<file path="config.mk">
export PLATFORM = sky130hd
export DESIGN_NAME = baopoco_status_collector
export DESIGN_NICKNAME = d
export VERILOG_FILES = /design/src/rtl/baopoco_status_pkg.sv /design/src/rtl/baopoco_edge_det.sv /design/src/rtl/baopoco_status_collector.sv
export SDC_FILE = /design/constraint.sdc
export NUM_CORES = 1
export LEC_CHECK = 0
export ABC_CLOCK_PERIOD_IN_PS = 4040
export CORE_ASPECT_RATIO = 0.5
export CORE_MARGIN = 1.5
export CORE_UTILIZATION = 40
export DETAILED_ROUTE_END_ITERATION = 10
export PLACE_DENSITY_LB_ADDON = 0.12
export SLEW_MARGIN = 30
export SYNTH_ARGS = -nofsm -noshare
export SYNTH_HDL_FRONTEND = slang
export SYNTH_SLANG_ARGS = --single-unit
</file>
<file path="constraint.sdc">
create_clock -name user_clk -period 4.04 [get_ports user_clk]
set_clock_uncertainty 0.05 [all_clocks]
set_input_delay 0.606 -clock user_clk [delete_from_list [all_inputs] [get_ports user_clk]]
set_output_delay 0.606 -clock user_clk [all_outputs]
set_load 0.005 [all_outputs]
</file>
<file path="src/rtl/baopoco_status_pkg.sv">
// Shared types and status-word field positions for the baopoco status collector.
package baopoco_status_pkg;

    typedef enum logic [1:0] {
        IDLE      = 2'd0,
        WAIT_SYNC = 2'd1,
        RUNNING   = 2'd2
    } state_e;

    localparam int N_OVR         = 4;

    localparam int SYNC_CNT_LSB  = 20;
    localparam int SYNC_CNT_W    = 12;
    localparam int OVR_CNT_LSB   = 12;
    localparam int OVR_CNT_W     = 8;
    localparam int OVR_FLAGS_LSB = 8;
    localparam int SYNC_ERR_BIT  = 7;
    localparam int SYNC_SEEN_BIT = 6;
    localparam int STATE_LSB     = 4;
    localparam int PARITY_BIT    = 0;

    localparam int OVR_ADC   = 0;
    localparam int OVR_FFT   = 1;
    localparam int OVR_EQ    = 2;
    localparam int OVR_10GBE = 3;

endpackage

</file>
<file path="src/rtl/baopoco_edge_det.sv">
// Rising-edge detector; RST_VAL decides whether a level held high through reset counts as an edge.
module baopoco_edge_det #(
    parameter int   W       = 1,
    parameter logic RST_VAL = 1'b0
) (
    input  logic         clk_i,
    input  logic         rst_i,
    input  logic [W-1:0] d_i,
    output logic [W-1:0] rise_o
);

    logic [W-1:0] d_q;

    always_ff @(posedge clk_i) begin
        if (rst_i) d_q <= {W{RST_VAL}};
        else       d_q <= d_i;
    end

    assign rise_o = d_i & ~d_q;

endmodule

</file>
<file path="src/rtl/baopoco_status_collector.sv">
// Collects sync heartbeat, sync-period health and overflow events into one 32-bit status word.
// Optional even parity on bit 0 when STATUS_PARITY_EN is defined.
module baopoco_status_collector
    import baopoco_status_pkg::*;
#(
    parameter int SYNC_PERIOD = 134217728,
    parameter int PERIOD_W    = 28
) (
    input  logic             user_clk,
    input  logic             user_rst,
    input  logic             sync_in,
    input  logic [N_OVR-1:0] ovr_flags,
    input  logic             ctrl_arm,
    input  logic             ctrl_clr,
    output logic [31:0]      user_data_out,
    output logic             armed
);

    localparam logic [PERIOD_W-1:0] PERIOD_LAST = PERIOD_W'(SYNC_PERIOD - 1);

    logic             sync_rise, arm_rise, clr_rise;
    logic [N_OVR-1:0] ovr_rise;

    baopoco_edge_det #(.W(1), .RST_VAL(1'b0)) u_sync_ed (
        .clk_i(user_clk), .rst_i(user_rst), .d_i(sync_in), .rise_o(sync_rise));
    baopoco_edge_det #(.W(N_OVR), .RST_VAL(1'b0)) u_ovr_ed (
        .clk_i(user_clk), .rst_i(user_rst), .d_i(ovr_flags), .rise_o(ovr_rise));
    baopoco_edge_det #(.W(1), .RST_VAL(1'b1)) u_arm_ed (
        .clk_i(user_clk), .rst_i(user_rst), .d_i(ctrl_arm), .rise_o(arm_rise));
    baopoco_edge_det #(.W(1), .RST_VAL(1'b1)) u_clr_ed (
        .clk_i(user_clk), .rst_i(user_rst), .d_i(ctrl_clr), .rise_o(clr_rise));

    state_e                state_q, state_d;
    logic [PERIOD_W-1:0]   per_q, per_d;
    logic [SYNC_CNT_W-1:0] sync_cnt_q, sync_cnt_d, sync_base;
    logic [OVR_CNT_W-1:0]  ovr_cnt_q, ovr_cnt_d, ovr_base;
    logic [N_OVR-1:0]      sticky_q, sticky_d;
    logic                  err_q, err_d, seen_q, seen_d;
    logic                  err_set, seen_set;
    logic [31:0]           word_q, word_d;

    always_comb begin
        state_d  = state_q;
        per_d    = per_q;
        err_set  = 1'b0;
        seen_set = 1'b0;
        if (arm_rise) begin
            // Arming overrides any same-cycle sync, so no period check happens.
            state_d = WAIT_SYNC;
            per_d   = '0;
        end else begin
            case (state_q)
                IDLE: ;
                WAIT_SYNC: begin
                    if (sync_rise) begin
                        state_d = RUNNING;
                        per_d   = '0;
                    end
                end
                RUNNING: begin
                    if (sync_rise) begin
                        per_d = '0;
                        if (per_q == PERIOD_LAST) seen_set = 1'b1;
                        else                      err_set  = 1'b1;
                    end else if (per_q == PERIOD_LAST) begin
                        err_set = 1'b1;
                        per_d   = '0;
                    end else begin
                        per_d = per_q + PERIOD_W'(1);
                    end
                end
                default: state_d = IDLE;
            endcase
        end
    end

    // A clear edge zeroes the fields first; same-cycle events then land on top.
    always_comb begin
        sync_base  = clr_rise ? '0 : sync_cnt_q;
        ovr_base   = clr_rise ? '0 : ovr_cnt_q;
        sync_cnt_d = sync_base + SYNC_CNT_W'(sync_rise);
        ovr_cnt_d  = ovr_base + OVR_CNT_W'((|ovr_rise) && (ovr_base != {OVR_CNT_W{1'b1}}));
        sticky_d   = (clr_rise ? '0 : sticky_q) | ovr_flags;
        err_d      = (clr_rise ? 1'b0 : err_q) | err_set;
        seen_d     = (clr_rise ? 1'b0 : seen_q) | seen_set;

        word_d = '0;
        word_d[SYNC_CNT_LSB +: SYNC_CNT_W] = sync_cnt_d;
        word_d[OVR_CNT_LSB +: OVR_CNT_W]   = ovr_cnt_d;
        word_d[OVR_FLAGS_LSB +: N_OVR]     = sticky_d;
        word_d[SYNC_ERR_BIT]               = err_d;
        word_d[SYNC_SEEN_BIT]              = seen_d;
        word_d[STATE_LSB +: 2]             = state_d;
`ifdef STATUS_PARITY_EN
        word_d[PARITY_BIT]                 = ^word_d[31:1];
`else
        word_d[PARITY_BIT]                 = 1'b0;
`endif
    end

    always_ff @(posedge user_clk) begin
        if (user_rst) begin
            state_q    <= IDLE;
            per_q      <= '0;
            sync_cnt_q <= '0;
            ovr_cnt_q  <= '0;
            sticky_q   <= '0;
            err_q      <= 1'b0;
            seen_q     <= 1'b0;
            word_q     <= '0;
        end else begin
            state_q    <= state_d;
            per_q      <= per_d;
            sync_cnt_q <= sync_cnt_d;
            ovr_cnt_q  <= ovr_cnt_d;
            sticky_q   <= sticky_d;
            err_q      <= err_d;
            seen_q     <= seen_d;
            word_q     <= word_d;
        end
    end

    assign user_data_out = word_q;
    assign armed         = (state_q == WAIT_SYNC) || (state_q == RUNNING);

endmodule

</file>
==> flow_metrics.tcl <==
set metrics [dict create \
    htree_levels 3 \
    initial_core_util_pct 42.7 \
    firstDrtPassIters 4 \
    io_buffers 37 \
    rr_worst_depth 7 \
    async_flop_share_pct 0 \
    wl_met3_um 329 \
    grt_max_degree 21 \
    cts_resized 0 \
    antenna_found_initial 0 \
    cts.sinks 63 \
    routedWlPerCell_um 13.5 \
    hp-class "reg2reg" \
    dp_hpwl_um 4510 \
    synth_cell_types 47 \
    startpoint_type "input pin" \
    rsz0062_at_grt "false" \
    synth_flop_cell "dfxtp_1" \
    die_h_um 63.8 \
    post-route-min-period_ps 2430 \
    drt-vias-per-instance 5.14 \
    r2r_start "user_data_out[5]" \
    synth_edf_count 0 \
    first_global_vias 2330 \
    cp_max_fo 6 \
    holdWs_ps 399 \
    vias 2430 \
    place_ws_ps 1280 \
    status "completed" \
    p_sw_share_pct 21.1 \
    final_cell_mix "dfxtp_1, nor2_1, clkdlybuf4s50_1" \
    tritoncts "yes" \
    syn-instance-count 338 \
    cpPeakStageDelay_ps 520 \
    cts_hold_buf 0 \
    path_clk_slew_ps 50 \
    drt_iter0_markers 90 \
    power.clock.fraction_pct 49.3 \
    design.die.area_sq_mm 0.00794 \
    internal-power_mw 1.14 \
    grt_usage_pct 17.3 \
    syn_to_final_growth_pct 24.1 \
    synth_top_area_share_pct 42.7 \
    relSlewSlack_pct 54.0 \
    routed_wirelength_um 6370 \
    comb_power_share_pct 6.1 \
    synth_area_leaders "dfxtp_1, xor2_1, nor2_1" \
    yosys.area.top_type "dfxtp_1" \
    die_x_um 125 \
    cp_data_arrival_time_ps 2570 \
    cts_buffer_depth 2 \
    synth-seq-area-share_pct 42.7 \
    layout.nets 396 \
    cts_made_buffers 9 \
    cp.required_ps 4180 \
    met2WireLength_um 2780 \
    grt_overflow_total 0 \
    seq_power_share_pct 44.6 \
    cts_setup_buffers 0 \
    routed.top_layer "met4" \
    max_freq_mhz 412 \
    tightest_slew_ps 689 \
    crit_type "in2reg" \
    num_rows 21 \
    hold_viol 0 \
    n_antenna_cell 0 \
    drv_slew 0 \
    powerDensity_mw_per_mm2 395 \
    ir_drop_mv 0.214 \
    grt_pass1_wl_um 10900 \
    setup_viol 0 \
    ant_nets 0 \
    insertion_delay_ps 320 \
    endpoint "sync_cnt_q[11]" \
    ioPinCount 42 \
    p_sw_mw 0.305 \
    final_common_cell "dfxtp_1" \
    min_period_over_period_pct 60.0 \
    worstSetupStartpoint "sync_in" \
    fp.coreArea_sq_mm 0.00691 \
    root_buffer "clkbuf_16" \
    syn-cell-area_sq_mm 0.00295 \
    drc 0 \
    globalplace.congestion 0.840 \
    p_leak_nw 1.36 \
    ys_ff_latch 63 \
    nFillCells 639 \
    setup_ws_ps 1610 \
    setup_tns_ps 0 \
    r2r_end "per_q[7]" \
    r2r_slack_ps 1780 \
    crit_path_end_kind "flip-flop" \
    synth.avg_cell_area_sq_um 8.74 \
    drv_cap 0 \
    m1WireLength_um 3160 \
    crit_chain "clkdlybuf4s50_1, nand2b_1, inv_1, ha_1, nand2_1, nor4b_1, nand4_1, xor2_1, nor2_1" \
    drive_above_1_share_pct 5.51 \
    yosys_warnings 0 \
    cp_slowest_cell "clkdlybuf4s50_1" \
]
[metal layers]
metal	global-route usage, %	vias up
li1	-	1236
met3	5.36	8
met4	8.62	0
met1	22.0	1124
met5	0	-
met2	26.9	62
[critical path: cells and delay by family]
| kind | cells | cell delay, ps |
|---|---|---|
| XOR/XNOR | 1 | 150 |
| buffers and inverters | 2 | 700 |
| adder cells (fa/ha/maj) | 1 | 230 |
| AND/OR/NAND/NOR | 5 | 890 |
[cells by family (layout without fill, tap and decap cells)]
logic type,count (synthesis),count (layout),synth area share (%)
DFF,63,63,42.7
xor gates and xnor gates,36,36,10.7
other,1,4,0.127
buffers and inverters,22,62,3.56
and+or+nand+nor,173,173,30.9
AOI/OAI and AO/OA,33,33,7.79
adders and majority gates,10,10,4.24
[through the flow]
step	area (sq um)	power, mW	utilization, %	std cells
6_report	3660	1.45	53.0	473
4_1_cts	3660	1.47	53.0	473
3_5_place_dp	3390	0.746	49.0	458
3_3_place_gp	3390	0.745	49.0	458
2_1_floorplan	2970	0.706	-	341
5_1_grt	3660	1.50	53.0	473
[registers in the layout (all words and copies together) (netlist names)]
register	cells
ovr_cnt_q	7
u_clr_ed.d_q	1
user_data_out	5
u_arm_ed.d_q	1
u_sync_ed.d_q	1
state_q	1
sticky_q	3
u_ovr_ed.d_q	4
per_q	28
sync_cnt_q	12
[how the worst min path moves through the flow]
stage                             end  slack [ps]         startpoint  cells past startpoint
floorplan            user_data_out[7]         400   user_data_out[7]                      1
global placement    user_data_out[11]         390  user_data_out[11]                      1
detailed placement  user_data_out[11]         390  user_data_out[11]                      1
CTS                 user_data_out[11]         400  user_data_out[11]                      1
global route              sticky_q[2]         430        sticky_q[2]                      1
finish              user_data_out[11]         400  user_data_out[11]                      1
[final cells by class]
type	count	area, sq um	area share, %
clock buffers	15	278	7.58
multi-input cells	256	1600	43.6
well taps	92	115	3.14
repair buffers	38	378	10.3
inverters	9	33.8	0.922
flip-flops and latches	63	1260	34.4
[power groups by stage]
stage	Combinational (mW)	Clock (mW)	Sequential [mW]
6_report	0.0879	0.713	0.646
5_1_grt	0.0976	0.758	0.647
4_1_cts	0.0894	0.736	0.645
3_5_place_dp	0.0886	0	0.657
3_3_place_gp	0.0872	0	0.658
2_1_floorplan	0.0494	0	0.657
[cell usage after synthesis (6+ instances only)]
| master | instances |
|---|---|
| buf_4 | 6 |
| xnor2_1 | 8 |
| ha_1 | 10 |
| xor2_1 | 28 |
| inv_1 | 9 |
| a21o_1 | 6 |
| clkbuf_1 | 7 |
| a21oi_1 | 6 |
| nand2b_1 | 6 |
| nor2_1 | 52 |
| dfxtp_1 | 63 |
| nor2b_1 | 10 |
| nand3_1 | 19 |
| nand4_1 | 18 |
| nand2_1 | 28 |
Note: power is estimated with default switching activity, not from simulation.
